## src/rtl/arbitro_escrita_banco.sv

```systemverilog
// arbitro_escrita_banco
//   Round-robin arbiter that lets N_REQ writeback sources share the single
//   write port of banco_de_registradores. The winner's write is registered
//   and presented on regWrite/RD/dadosEscrita for one cycle. A pending-write
//   vector flags registers whose newest value has not reached the bank yet.
//
// Ports
//   clock         rising-edge clock
//   reset         asynchronous, active-high reset
//   req           per-requester write request
//   req_rd        destination of requester i at [i*W_END +: W_END]
//   req_dado      data of requester i at [i*W_DADO +: W_DADO]
//   bloqueio      pipeline freeze: no grants while high
//   grant         one-hot combinational grant (zero when idle/blocked/reset)
//   regWrite      registered write enable to the bank
//   RD            registered destination register
//   dadosEscrita  registered write data
//   pendentes     bit r set: a write to register r has not landed yet
module arbitro_escrita_banco #(
  parameter int N_REQ  = 3,
  parameter int W_DADO = 32,
  parameter int W_END  = 5
) (
  input  logic                      clock,
  input  logic                      reset,
  input  logic [N_REQ-1:0]          req,
  input  logic [N_REQ*W_END-1:0]    req_rd,
  input  logic [N_REQ*W_DADO-1:0]   req_dado,
  input  logic                      bloqueio,
  output logic [N_REQ-1:0]          grant,
  output logic                      regWrite,
  output logic [W_END-1:0]          RD,
  output logic [W_DADO-1:0]         dadosEscrita,
  output logic [(2**W_END)-1:0]     pendentes
);

  localparam int W_PTR = (N_REQ > 1) ? $clog2(N_REQ) : 1;

  logic [W_PTR-1:0]  ptr;
  logic [W_PTR-1:0]  ptrProx;
  logic              aceito;
  logic [W_END-1:0]  rdVenc;
  logic [W_DADO-1:0] dadoVenc;

  // Grant is only ever raised on a requesting line, so a non-zero grant is
  // itself the acceptance for this edge.
  always_comb begin
    int idx;
    grant    = '0;
    aceito   = 1'b0;
    ptrProx  = ptr;
    rdVenc   = '0;
    dadoVenc = '0;
    idx      = 0;
    if (!reset && !bloqueio) begin
      for (int k = 0; k < N_REQ; k++) begin
        idx = int'(ptr) + k;
        if (idx >= N_REQ) idx = idx - N_REQ;
        if (!aceito && req[idx]) begin
          aceito     = 1'b1;
          grant[idx] = 1'b1;
          rdVenc     = req_rd[idx*W_END +: W_END];
          dadoVenc   = req_dado[idx*W_DADO +: W_DADO];
          ptrProx    = (idx == N_REQ - 1) ? '0 : W_PTR'(idx + 1);
        end
      end
    end
  end

  always_ff @(posedge clock or posedge reset) begin
    if (reset) begin
      ptr          <= '0;
      regWrite     <= 1'b0;
      RD           <= '0;
      dadosEscrita <= '0;
    end else begin
      ptr <= ptrProx;
      // Writes to $zero are consumed but never reach the bank.
      regWrite <= aceito && (rdVenc != '0);
      if (aceito) begin
        RD           <= rdVenc;
        dadosEscrita <= dadoVenc;
      end
    end
  end

  always_comb begin
    pendentes = '0;
    for (int i = 0; i < N_REQ; i++) begin
      if (req[i]) pendentes[req_rd[i*W_END +: W_END]] = 1'b1;
    end
    if (regWrite) pendentes[RD] = 1'b1;
    pendentes[0] = 1'b0;
  end

endmodule
```

## config.mk

```make
export PLATFORM = sky130hd
export DESIGN_NAME = arbitro_escrita_banco
export DESIGN_NICKNAME = d
export VERILOG_FILES = /design/src/rtl/arbitro_escrita_banco.sv
export SDC_FILE = /design/constraint.sdc
export NUM_CORES = 1
export LEC_CHECK = 0
export CAP_MARGIN = 20
export CORE_MARGIN = 5
export CORE_UTILIZATION = 45
export DETAILED_ROUTE_END_ITERATION = 8
export PLACE_DENSITY = 0.77
export SYNTH_ARGS = -nofsm -noshare
export SYNTH_HDL_FRONTEND = slang
export SYNTH_SLANG_ARGS = --single-unit
export TNS_END_PERCENT = 1
```

## constraint.sdc

```tcl
create_clock -name clock -period 6.69 [get_ports clock]
set_clock_uncertainty 0.15 [all_clocks]
set_input_delay 1.0035 -clock clock [delete_from_list [all_inputs] [get_ports clock]]
set_output_delay 1.0035 -clock clock [all_outputs]
set_load 0.005 [all_outputs]
```

==> results of run 1 <==
[flip-flops by register name, summed over array words and instances, names as in the netlist]
register,cells
ptr,2
dadosEscrita,32
RD,5
regWrite,1
[stage by stage]
stage                     hold WS (ns)  total power [mW]  std cells
after floorplan                 0.3641             2.477        845
after CTS                       0.3745             3.484       1149
final                           0.3687             3.486       1149
after detailed placement        0.3596             3.165       1141
after global routing            0.3908             3.767       1149
after global placement          0.3506             3.133       1141
[worst min-delay path: cells and delay by family (launching register included)]
family          cells  cell delay (ns)
compound gates      1             0.08
flops               1             0.34
simple gates        1             0.05
[how the worst min path moves through the flow]
stage,to,depth (start not counted)
5_1_grt,dadosEscrita[29],2
3_5_place_dp,dadosEscrita[29],2
4_1_cts,dadosEscrita[29],2
3_3_place_gp,dadosEscrita[24],2
6_report,dadosEscrita[29],2
2_1_floorplan,dadosEscrita[2],2
[layer usage]
layer | vias to the layer above | wire length, um | global-route usage [%]
met5 | - | 0 | 0
met4 | 0 | 641 | 9.114
met3 | 63 | 2379 | 6.292
met2 | 439 | 9667 | 39.47
met1 | 3351 | 9086 | 33.81
li1 | 3378 | - | -
[logic make-up (layout without fill, tap and decap cells)]
logic type      Yosys count  count (layout)  synth area share [%]
fa+ha+maj                10              10                 2.069
other cells               1               1               0.05962
buf+inv                 102             226                 8.315
simple gates            302             302                 22.74
compound gates          278             278                 33.12
xor+xnor                  2               2                0.2785
mux                     110             110                 17.51
flops                    40              40                 15.91
[cell usage in the layout, fill, tap and decap left out, types with 12 or more instances in the layout]
cell                              netlist  final
sky130_fd_sc_hd__o221ai_1              25     25
sky130_fd_sc_hd__nand2_1               80     80
sky130_fd_sc_hd__nand3_1               19     19
sky130_fd_sc_hd__a21oi_2               14     13
sky130_fd_sc_hd__mux2i_1              110    110
sky130_fd_sc_hd__a221oi_2              30     30
sky130_fd_sc_hd__a21oi_1               71     71
sky130_fd_sc_hd__nor2_1               121    121
sky130_fd_sc_hd__o21ai_0               77     77
sky130_fd_sc_hd__a22oi_1               18     18
sky130_fd_sc_hd__o22ai_1               12     12
sky130_fd_sc_hd__dfrtp_1               40     40
sky130_fd_sc_hd__nor3_1                15     15
sky130_fd_sc_hd__clkdlybuf4s50_1        0    188
sky130_fd_sc_hd__inv_1                 21     20
[power by group through the flow]
stage               Clock (mW)  Sequential [mW]  Combinational (mW)
finish                   0.302            0.480                2.70
global route             0.322            0.497                2.95
CTS                      0.312            0.479                2.69
detailed placement           0            0.479                2.69
global placement             0            0.479                2.65
floorplan                    0            0.448                2.03
[layout make-up]
| type | instances | share of cell area (%) |
|---|---|---|
| well taps | 180 | 2.728 |
| multi-input cells | 703 | 58.37 |
| inverters | 21 | 0.9547 |
| clock inverters | 1 | 0.3637 |
| repair buffers | 197 | 23.61 |
| flip-flops and latches | 40 | 12.12 |
| clock buffers | 7 | 1.849 |
==> impl_summary.log, run 1 <==
INFO  metric cellInternalPower = 1.775 mW
INFO  metric powerDensity = 422.3 nW/um^2
INFO  metric max_freq = 0.2085 GHz
INFO  metric power.ir.vdd_worst = 310.9 uV
INFO  metric cts_hold_repair_buffers = 0
INFO  metric grt_antenna_before_repair = 0
INFO  metric ant_nets = 0
INFO  metric final_util = 59.95%
INFO  metric power_leakage = 3.090 nW
INFO  metric layout.area.seq = 1001 um^2
INFO  metric switching_portion_of_total_power = 49.10%
INFO  metric critical_path_cell_count = 6
INFO  metric totalNegativeSetupSlack = 0 ns
INFO  metric min_from = dadosEscrita[29]
INFO  metric synth_warnings = 0
INFO  metric avgSynthCellArea = 7.444 um^2
INFO  metric endpoint_of_the_lowest_slack_register_to_register_path = regWrite
INFO  metric clock_latency = 0.30 ns
INFO  metric multi_input_area = 4820 um^2
INFO  metric timing.final.crit_share = 71.70%
INFO  metric synth.cells.most_frequent = 121 x sky130_fd_sc_hd__nor2_1, 110 x sky130_fd_sc_hd__mux2i_1, 80 x sky130_fd_sc_hd__nand2_1
INFO  metric setup.reg_to_reg.worst_slack = 2.32 ns
INFO  metric hold_viol_final = 0
INFO  metric preCtsSetupSlack = 2.013 ns
INFO  metric cts_tree = done
INFO  metric clkTransAtPathRegs = 0.06 ns
INFO  metric cts_max_level = 2
INFO  metric worst-path-buf-inv = 4
INFO  metric worst_path_dominant_cell_family = buffers and inverters
INFO  metric ff2ff_path_depth = 12
INFO  metric slowest_stage = sky130_fd_sc_hd__nor3_1
INFO  metric crit_start_category = primary input
INFO  metric syn_inst = 845
INFO  metric io_buffer_count = 188
INFO  metric antenna_cells = 0
INFO  metric final-max-slew-violation-count = 0
INFO  metric timing.critical_path.to = pendentes[16]
INFO  metric timing_worst_slew_pin_value = 1.036 ns
INFO  metric wl_per_cell = 18.95 um
INFO  metric yosysSeqAreaShare = 15.91%
INFO  metric largest_net_degree_at_the_start_of_global_routing = 72
INFO  metric grtUsageTotal = 25.29%
INFO  metric drt-vias-per-instance = 6.293
INFO  metric chipHeight = 128.2 um
INFO  metric dieArea = 16440 um^2
INFO  metric report.final.setup_viol = 0
INFO  metric postCtsSetupRepairBufs = 0
INFO  metric finalWirelength = 21780 um
INFO  metric synth_largest_area_cell = sky130_fd_sc_hd__mux2i_1
INFO  metric syn_area = 6290 um^2
INFO  metric finalNetCount = 1094
INFO  metric final.fill_count = 1256
INFO  metric p_seq_share = 13.8%
INFO  metric synth_top_cells_by_area = sky130_fd_sc_hd__mux2i_1 18%, sky130_fd_sc_hd__dfrtp_1 16%, sky130_fd_sc_hd__nor2_1 7.2%
INFO  metric chipWidth = 128.2 um
INFO  metric outcome = finished, final reports clean
INFO  metric total_switching_power = 1.712 mW
INFO  metric ys.flop_type = sky130_fd_sc_hd__dfrtp_1
INFO  metric net_count_of_the_mapped_netlist = 971
INFO  metric drt-pass1-iter-count = 6
INFO  metric critPathMaxFanout = 9
INFO  metric worst-endpoint-arrival = 3.64 ns
INFO  metric area_growth_syn_to_layout = 31.27%
INFO  metric max_slew_margin = 30.97%
INFO  metric cts-root-to-sink-buffers = 2
INFO  metric routabilityCongestion = 0.9776
INFO  metric critical_path.cell_chain = clkdlybuf4s50_1 > inv_1 > nor3_1 > inv_1 > o221ai_1 > clkdlybuf4s50_1
INFO  metric detailed_place_hpwl = 14880 um
INFO  metric ys_async_sr_fraction = 100.0%
INFO  metric grt_setup_unrepaired = false
INFO  metric yosysUniqueCellTypes = 62
INFO  metric routed-via-count = 7231
INFO  metric type_of_the_setup_path_with_the_least_slack = primary input to output port
INFO  metric route.detailed.drc = 0
INFO  metric pin_count = 190
INFO  metric drt-initial-drc-count = 797
INFO  metric cpPeakStageDelay = 0.71 ns
INFO  metric number_of_buffers_inserted_during_clock_tree_synthesis = 5
INFO  metric postSynthRegisterBits = 40
INFO  metric floorplan.rows = 43
INFO  metric grt_pass1_wl = 34590 um
INFO  metric p_clk_share = 8.7%
INFO  metric yosys.cell_count.top_type = sky130_fd_sc_hd__nor2_1
INFO  metric critical_path.endpoint_type = output port
INFO  metric synth_top_area_share = 17.51%
INFO  metric max_cap_violations = 0
INFO  metric finish.instance_area = 8257 um^2
INFO  metric coreArea = 13770 um^2
INFO  metric post_cts_resized = 0
INFO  metric clk_root_buffer_cell = sky130_fd_sc_hd__clkbuf_16
INFO  metric vias_in_the_first_global_route = 6742
INFO  metric placedInstanceArea = 8074 um^2
INFO  metric finalWorstPathRequiredPeriod = 4.796 ns
INFO  metric post-route-worst-setup-slack = 1.894 ns
INFO  metric reg2reg_from = ptr[1]
INFO  metric post_route_cells_drive_above_1_share = 8.978%
INFO  metric globalRoute.totalOverflow = 0
INFO  metric initial_utilization = 45.67%
INFO  metric hold_class = flop to flop
INFO  metric required_time_worst_endpoint = 5.54 ns
INFO  metric edff_count_synth = 0
INFO  metric clock_sink_count = 40
INFO  metric crit_path_start = req[0]
INFO  metric power.combinational.fraction = 77.6%
Power figures use the tool's default switching activity.
==> run 2: changes to the inputs <==
clock period = 4.6 ns   (was 6.69 ns; I/O delays follow)
==> impl_summary.log, run 2 (synthesis gave the netlist of run 1 again) <==
INFO  metric p_clk_share = 7.2%
INFO  metric initial_utilization = 45.67%
INFO  metric grtUsageTotal = 25.23%
INFO  metric reg2reg_from = ptr[1]
INFO  metric max_cap_violations = 0
INFO  metric totalNegativeSetupSlack = 0 ns
INFO  metric placedInstanceArea = 8137 um^2
INFO  metric io_buffer_count = 188
INFO  metric area_growth_syn_to_layout = 31.73%
INFO  metric timing.final.crit_share = 86.57%
INFO  metric switching_portion_of_total_power = 49.84%
INFO  metric worst-endpoint-arrival = 3.14 ns
INFO  metric min_from = dadosEscrita[24]
INFO  metric mostFrequentLayoutCells = 188 x sky130_fd_sc_hd__clkdlybuf4s50_1, 121 x sky130_fd_sc_hd__nor2_1, 110 x sky130_fd_sc_hd__mux2i_1
INFO  metric clock_latency = 0.28 ns
INFO  metric crit_start_category = flop
INFO  metric number_of_buffers_inserted_during_clock_tree_synthesis = 5
INFO  metric drt-pass1-iter-count = 7
INFO  metric type_of_the_setup_path_with_the_least_slack = flop to output port
INFO  metric power.ir.vdd_worst = 445.2 uV
INFO  metric cts_tree = done
INFO  metric pin_count = 190
INFO  metric hold_viol_final = 0
INFO  metric hold_class = flop to flop
INFO  metric globalRoute.totalOverflow = 0
INFO  metric route.detailed.drc = 0
INFO  metric post-route-worst-setup-slack = 0.6176 ns
INFO  metric crit_path_start = ptr[1]
INFO  metric required_time_worst_endpoint = 3.76 ns
INFO  metric routabilityCongestion = 0.9397
INFO  metric critical_path.cell_chain = inv_1 > ha_4 > o2bb2ai_1 > a2111oi_4 > nor2_2 > o22ai_1 > a21oi_1 > nor2_1 > clkdlybuf4s50_1
INFO  metric layout.cells.most_common = sky130_fd_sc_hd__clkdlybuf4s50_1
INFO  metric clkTransAtPathRegs = 0.06 ns
INFO  metric finalNetCount = 1099
INFO  metric cts-root-to-sink-buffers = 2
INFO  metric p_seq_share = 13.8%
INFO  metric top_register_by_number_of_flip_flops = dadosEscrita
INFO  metric finish.instance_area = 8285 um^2
INFO  metric postCtsSetupRepairBufs = 0
INFO  metric finalWorstPathRequiredPeriod = 3.982 ns
INFO  metric coreArea = 13770 um^2
INFO  metric powerDensity = 610.6 nW/um^2
INFO  metric slowest_stage = sky130_fd_sc_hd__ha_4
INFO  metric max_freq = 0.2511 GHz
INFO  metric clock_sink_count = 40
INFO  metric dieArea = 16440 um^2
INFO  metric wl_per_cell = 19.00 um
INFO  metric finalWirelength = 21930 um
INFO  metric critical_path.endpoint_type = output port
INFO  metric final-max-slew-violation-count = 0
INFO  metric post_cts_resized = 0
INFO  metric outcome = finished, final reports clean
INFO  metric drt-vias-per-instance = 6.323
INFO  metric vias_in_the_first_global_route = 6835
INFO  metric total_switching_power = 2.521 mW
INFO  metric drt-initial-drc-count = 942
INFO  metric detailed_place_hpwl = 15100 um
INFO  metric chipHeight = 128.2 um
INFO  metric overall_power_consumption = 5.059 mW
INFO  metric cellInternalPower = 2.538 mW
INFO  metric antenna_cells = 0
INFO  metric reg_top3 = dadosEscrita (32), RD (5), ptr (2)
INFO  metric grt_setup_unrepaired = false
INFO  metric floorplan.rows = 43
INFO  metric largest_net_degree_at_the_start_of_global_routing = 72
INFO  metric max_slew_margin = 35.67%
INFO  metric largest_register_ffs = 32
INFO  metric report.final.setup_viol = 0
INFO  metric chipWidth = 128.2 um
INFO  metric post_route_cells_drive_above_1_share = 9.446%
INFO  metric power.combinational.fraction = 79.0%
INFO  metric routed-via-count = 7297
INFO  metric grt_pass1_wl = 34620 um
INFO  metric ant_nets = 0
INFO  metric timing_worst_slew_pin_value = 0.9650 ns
INFO  metric cts_hold_repair_buffers = 0
INFO  metric clk_root_buffer_cell = sky130_fd_sc_hd__clkbuf_16
INFO  metric power_leakage = 3.108 nW
INFO  metric critPathMaxFanout = 36
INFO  metric cpPeakStageDelay = 0.62 ns
INFO  metric grt_antenna_before_repair = 0
INFO  metric finalHoldWorstSlack = 0.3634 ns
INFO  metric cts_max_level = 2
INFO  metric preCtsSetupSlack = 0.6328 ns
run 2: path summary, 6_finish.rpt:
path	to	slack, ns	cells after the start
worst max-delay path	grant[2]	0.62	9
worst min-delay path	dadosEscrita[24]	0.36	2
worst max register to register	regWrite	0.79	12
worst min register to register	dadosEscrita[24]	0.36	2
max in group asynchronous	RD[1]	2.88	2
min in group asynchronous	dadosEscrita[9]	0.83	2
run 2: worst max-delay path, delay by kind of cell (launching register included):
kind	cells	cell delay, ns
and+or+nand+nor	2	0.27
buffers and inverters	2	0.65
adders and majority gates	1	0.62
DFF	1	0.44
AOI/OAI and AO/OA	4	0.85
run 2: cell type report:
type	instances	area, um^2
clock inverter	2	10.01
sequential	40	1001
tap	180	225.2
inverter	21	78.83
fill	1276	5488
timing repair buffer	202	2012
multi-input combinational	703	4820
clock buffer	6	138.9
run 2: metal layers:
layer | up-vias | part of all wire, % | routed length, um | global-route usage, %
met4 | 0 | 1.7 | 374 | 7.054
met2 | 435 | 46 | 10100 | 40.97
met5 | - | 0 | 0 | 0
met1 | 3430 | 41 | 9073 | 34.19
li1 | 3395 | - | - | -
met3 | 37 | 11 | 2380 | 4.708
run 2: metrics by stage:
| step | instances | utilization (%) |
|---|---|---|
| floorplan | 845 | - |
| global placement | 1146 | 59.08 |
| detailed placement | 1146 | 59.08 |
| CTS | 1154 | 60.16 |
| global route | 1154 | 60.16 |
| finish | 1154 | 60.16 |
run 2: power by group through the flow:
stage | Combinational (mW) | Sequential (mW) | Clock, mW
after floorplan | 2.95 | 0.651 | 0
after global placement | 3.91 | 0.695 | 0
after detailed placement | 3.96 | 0.698 | 0
after CTS | 3.98 | 0.696 | 0.372
after global routing | 4.34 | 0.720 | 0.387
final | 4.00 | 0.700 | 0.364
==> RTL edit 1 (settings of run 2) <==
Change the parameter `W_END` from 5 to 4.
--- a/src/rtl/arbitro_escrita_banco.sv
+++ b/src/rtl/arbitro_escrita_banco.sv
@@ -20,5 +20,5 @@
   parameter int N_REQ  = 3,
   parameter int W_DADO = 32,
-  parameter int W_END  = 5
+  parameter int W_END  = 4
 ) (
   input  logic                      clock,
Ports: changed (resized RD, pendentes and req_rd); port bits go from 190 to 170. The function was not compared with the original's and may differ.
==> RTL edit 1 against run 2 <==
- clock power rose by 8.0%
- highest routed layer unchanged
- area after synthesis fell by 15%
- design area fell by 14%
- power fell by 15%
- worst setup slack got worse by 200 ps
- utilization rose by 1.6 points
- routed wire length fell by 9.3%
- sequential cell count fell by 1
- combinational power fell by 18%
==> RTL edit 1: results (changes against run 2) <==
** Worst setup path
- The capturing point of the worst reg2reg path is dadosEscrita[2] (was regWrite).
- R2R depth :: 8 (was 12)
- Dominant delay contributor by cell family on the critical path :: simple AND/OR/NAND/NOR gates (was compound AO/OA/AOI/OAI gates)
- Crit Path Max Fanout :: 34 (was 36)

** Final layout
- Non-CTS buffers :: 181 (was 202)
- The design area was 7117 sq um (was 8285 sq um).
- Fraction of final layout cells sized beyond drive strength 1 :: 4.394% (was 9.446%)
- The number of standard cells in the layout, taps in and fillers out came to 985 (was 1154).
- Layout multi-input combinational cell count :: 609 (was 703)
- The clock tree cell share of total cell area came to 2.233% (was 1.797%).

** STA
- Slew @ Worst Pin :: 985.3 ps (was 965.0 ps)
- Worst Slack Setup Final :: 415.5 ps (was 617.6 ps)
- The smallest hold slack was 333.2 ps (was 363.4 ps).

** Run status
- Outcome :: finished clean (unchanged)

** Detailed routing
- The detailed-route wire length on metal 1 was 8108 um (was 9073 um).
- Metal3 WL :: 1806 um (was 2380 um)
- The initial DRC count is 750 (was 942).

** Power
- Power Combinational :: 0.00328 W (was 0.00400 W)
- Reported sequential group power :: 0.000607 W (was 0.000700 W)
- The static leakage power was 2.694 nW (was 3.108 nW).

** Hold path
- The worst min-delay path endpoint was dadosEscrita[28] (was dadosEscrita[24]).

** Synth
- Net count after synthesis :: 855 (was 971)
- Most common library cells after synthesis: 148 x sky130_fd_sc_hd__nand2_1, 110 x sky130_fd_sc_hd__mux2i_1, 101 x sky130_fd_sc_hd__o21ai_0 (was 121 x sky130_fd_sc_hd__nor2_1, 110 x sky130_fd_sc_hd__mux2i_1, 80 x sky130_fd_sc_hd__nand2_1).

** Placed design
- Worst slack at placement :: 743.6 ps (was 632.8 ps)
- HPWL reported at the end of detailed placement :: 13160 um (was 15100 um)
- Number of placed cells counting well taps :: 977 (was 1146)

** Global routing
- Wire length of the first global-routing pass :: 32150 um (was 34620 um)
==> RTL edit 1: changes by cell type in the layout (fill, tap and decap cells not counted), sizes merged, moves of 8 or more <==
| cell | delta |
|---|---|
| clkdlybuf4s50 | -20 |
| o31ai | +31 |
| a21oi | -45 |
| nand3 | -12 |
| nand2 | +68 |
| o221ai | -16 |
| nor2 | -108 |
| a22oi | -8 |
| o21ai | +25 |
| nor3 | -11 |
| inv | -15 |
==> RTL edit 1: worst min-delay path: cells and delay by family (launching register included) <==
family	cells	cell delay, ps
flip-flops	1	340
AND/OR/NAND/NOR	1	50
AO/OA/AOI/OAI	1	50
==> RTL edit 1: cell families after synthesis <==
group / Yosys count / share of synthesized area [%]
compound gates: 265 / 32.25
flops: 39 / 18.28
simple gates: 226 / 19.26
mux: 110 / 20.62
other cells: 1 / 0.07024
buf+inv: 87 / 7.898
fa+ha+maj: 7 / 1.617
==> RTL edit 2 (settings of run 2) <==
Made on the original files. Reset style: synchronous (`reset`), changed in one clocked block. Comments in the files are not updated.
--- a/src/rtl/arbitro_escrita_banco.sv
+++ b/src/rtl/arbitro_escrita_banco.sv
@@ -68,5 +68,5 @@
   end
 
-  always_ff @(posedge clock or posedge reset) begin
+  always_ff @(posedge clock) begin
     if (reset) begin
       ptr          <= '0;
Formal check against the unedited RTL: differs if reset is asserted again (counterexample within 4 cycles, from zero or initial values and one cycle with reset high); with reset held inactive, the same outputs for 4 cycles.
==> RTL edit 2 against run 2 <==
- area after synthesis shrank 7.7%
- power fell by 39%
- first-iteration DRC count up 0.85%
- design area decreased by 5.0%
- routed wire length grew 2.1%
- worst hold slack worse by 61 ps
- utilization increased by 2.2 points
- non-clock buffer count increased by 5
- worst setup slack got worse by 90 ps
- highest routed layer unchanged
- synthesized cell count increased by 1.8%
- sequential cell count unchanged
==> RTL edit 2: results (changes against run 2) <==
** Power
- The worst IR drop on VDD came to 270.6 uV (was 445.2 uV).
- The static leakage power came to 2.681 nW (was 3.108 nW).

** Worst setup path
- The slowest cell on the critical path was sky130_fd_sc_hd__buf_4 (was sky130_fd_sc_hd__ha_4).
- Largest stage delay on the critical path :: 800 ps (was 620 ps)
- The arrival time at the worst endpoint was 3230 ps (was 3140 ps).
- Crit Path Max Fanout :: 56 (was 36)
- Dominant delay contributor by cell family on the critical path :: buffers and inverters (was compound AO/OA/AOI/OAI gates)

** Run status
- Outcome: finished clean (unchanged).

** Placed design
- The routability congestion estimate from global placement is 0.9788 (was 0.9397).
- DP Area :: 7687 sq um (was 8137 sq um)

** Synth
- Post-Synth XOR/XNOR Area :: 0.1509% (was 0.2785%)
- Top flip-flop cell by instance count after synthesis :: sky130_fd_sc_hd__dfxtp_1 (was sky130_fd_sc_hd__dfrtp_1)
- The post-synthesis share of cell area spent on full adders, half adders and majority gates was 2.069% (about the same).
- Ranking of synthesized cells by area :: sky130_fd_sc_hd__mux2i_1 19%, sky130_fd_sc_hd__dfxtp_1 14%, sky130_fd_sc_hd__a21oi_1 13%, sky130_fd_sc_hd__nor2_1 8.3%, sky130_fd_sc_hd__o221ai_1 6.3% (was sky130_fd_sc_hd__mux2i_1 18%, sky130_fd_sc_hd__dfrtp_1 16%, sky130_fd_sc_hd__nor2_1 7.2%, sky130_fd_sc_hd__a221oi_2 7.2%, sky130_fd_sc_hd__o21ai_0 6.1%)
- Count of unique library cells instantiated by Yosys :: 57 (was 62)
- The number of nets produced by synthesis came to 986 (was 971).
- Share of the synthesized area in compound gates (AO/OA/AOI/OAI) :: 33.56% (was 33.12%)
- The sequential area share after synthesis was 13.79% (was 15.91%).
- The share of async-settable or async-resettable flops after synthesis came to 0% (was 100.0%).
- The portion of netlist area occupied by mux cells came to 19.33% (was 17.51%).

** Final layout
- Fraction of final layout cells sized beyond drive strength 1 :: 4.883% (was 9.446%)
- Final design utilization :: 62.36% (was 60.16%)
- Number of filler cells placed in the layout :: 1223 (was 1276)
- Net count of the finished layout :: 1108 (was 1099)

** Detailed routing
- The total iterations of the first detailed-routing run was 5 (was 7).
- The via total after detailed routing came to 7368 (was 7297).
- The aggregate routed wire length is 22400 um (was 21930 um).
- The initial DRC count came to 950 (was 942).

** Global routing
- Maximum number of pins on one net before global-route repair :: 57 (was 72)
- Overall track demand over capacity in global routing :: 28.43% (was 25.23%)
- The via count of the first global-routing pass is 7018 (was 6835).

** CTS
- Total clock buffers created by CTS :: 5 (unchanged)
- The post-CTS setup buffer count is 0 (unchanged).

** STA
- Slew margin rel. :: 22.92% (was 35.67%)
==> RTL edit 2: cell count changes in the layout (fill, tap and decap cells not counted), sizes merged, moves of 7 or more <==
cell,before,now
o221ai,25,43
nor3,16,4
nand2,80,60
a21oi,85,151
inv,21,7
o211ai,1,8
dfxtp,0,40
o21ai,77,41
dfrtp,40,0
nand3,19,41
a221oi,32,1
==> RTL edit 2: path summary, 6_finish.rpt <==
kind                                      start              end  slack [ps]  cells past startpoint
worst max-delay path                     ptr[1]         grant[1]         530                      7
worst min-delay path            dadosEscrita[0]  dadosEscrita[0]         300                      2
worst max register to register           ptr[1]         regWrite         840                     11
worst min register to register  dadosEscrita[0]  dadosEscrita[0]         300                      2
==> RTL edit 2: cell families after synthesis <==
family                     Yosys count
adders and majority gates            9
buffers and inverters               99
and+or+nand+nor                    291
AOI/OAI and AO/OA                  307
xor gates and xnor gates             1
other                                1
muxes                              112
DFF                                 40
==> RTL edit 2: stage by stage <==
stage,hold slack (ps),instances
2_1_floorplan,302.7,860
3_3_place_gp,292.5,1147
3_5_place_dp,296.4,1147
4_1_cts,305.4,1155
5_1_grt,319.9,1155
6_report,302.1,1155
==> RTL edit 2: cell type report <==
type	instances	area share [%]
Inverter	7	0.3339
Clock buffer	7	1.940
Clock inverter	1	0.3816
Tap cell	172	2.734
Multi-Input combinational cell	721	58.71
Sequential cell	40	10.17
Timing Repair Buffer	207	25.72
==> RTL edit 2: layer usage <==
metal / vias up / share of wire, % / global-route usage, %
li1: 3454 / - / -
met1: 3403 / 41 / 36.99
met2: 446 / 45 / 44.74
met3: 65 / 11 / 7.584
met4: 0 / 2.8 / 11.21
met5: - / 0 / 0
==> RTL edit 2: report_power, final <==
part	switching [W]	internal (W)
Sequential	0.0000611	0.000408
Combinational	0.00119	0.000950
Clock	0.000166	0.000287
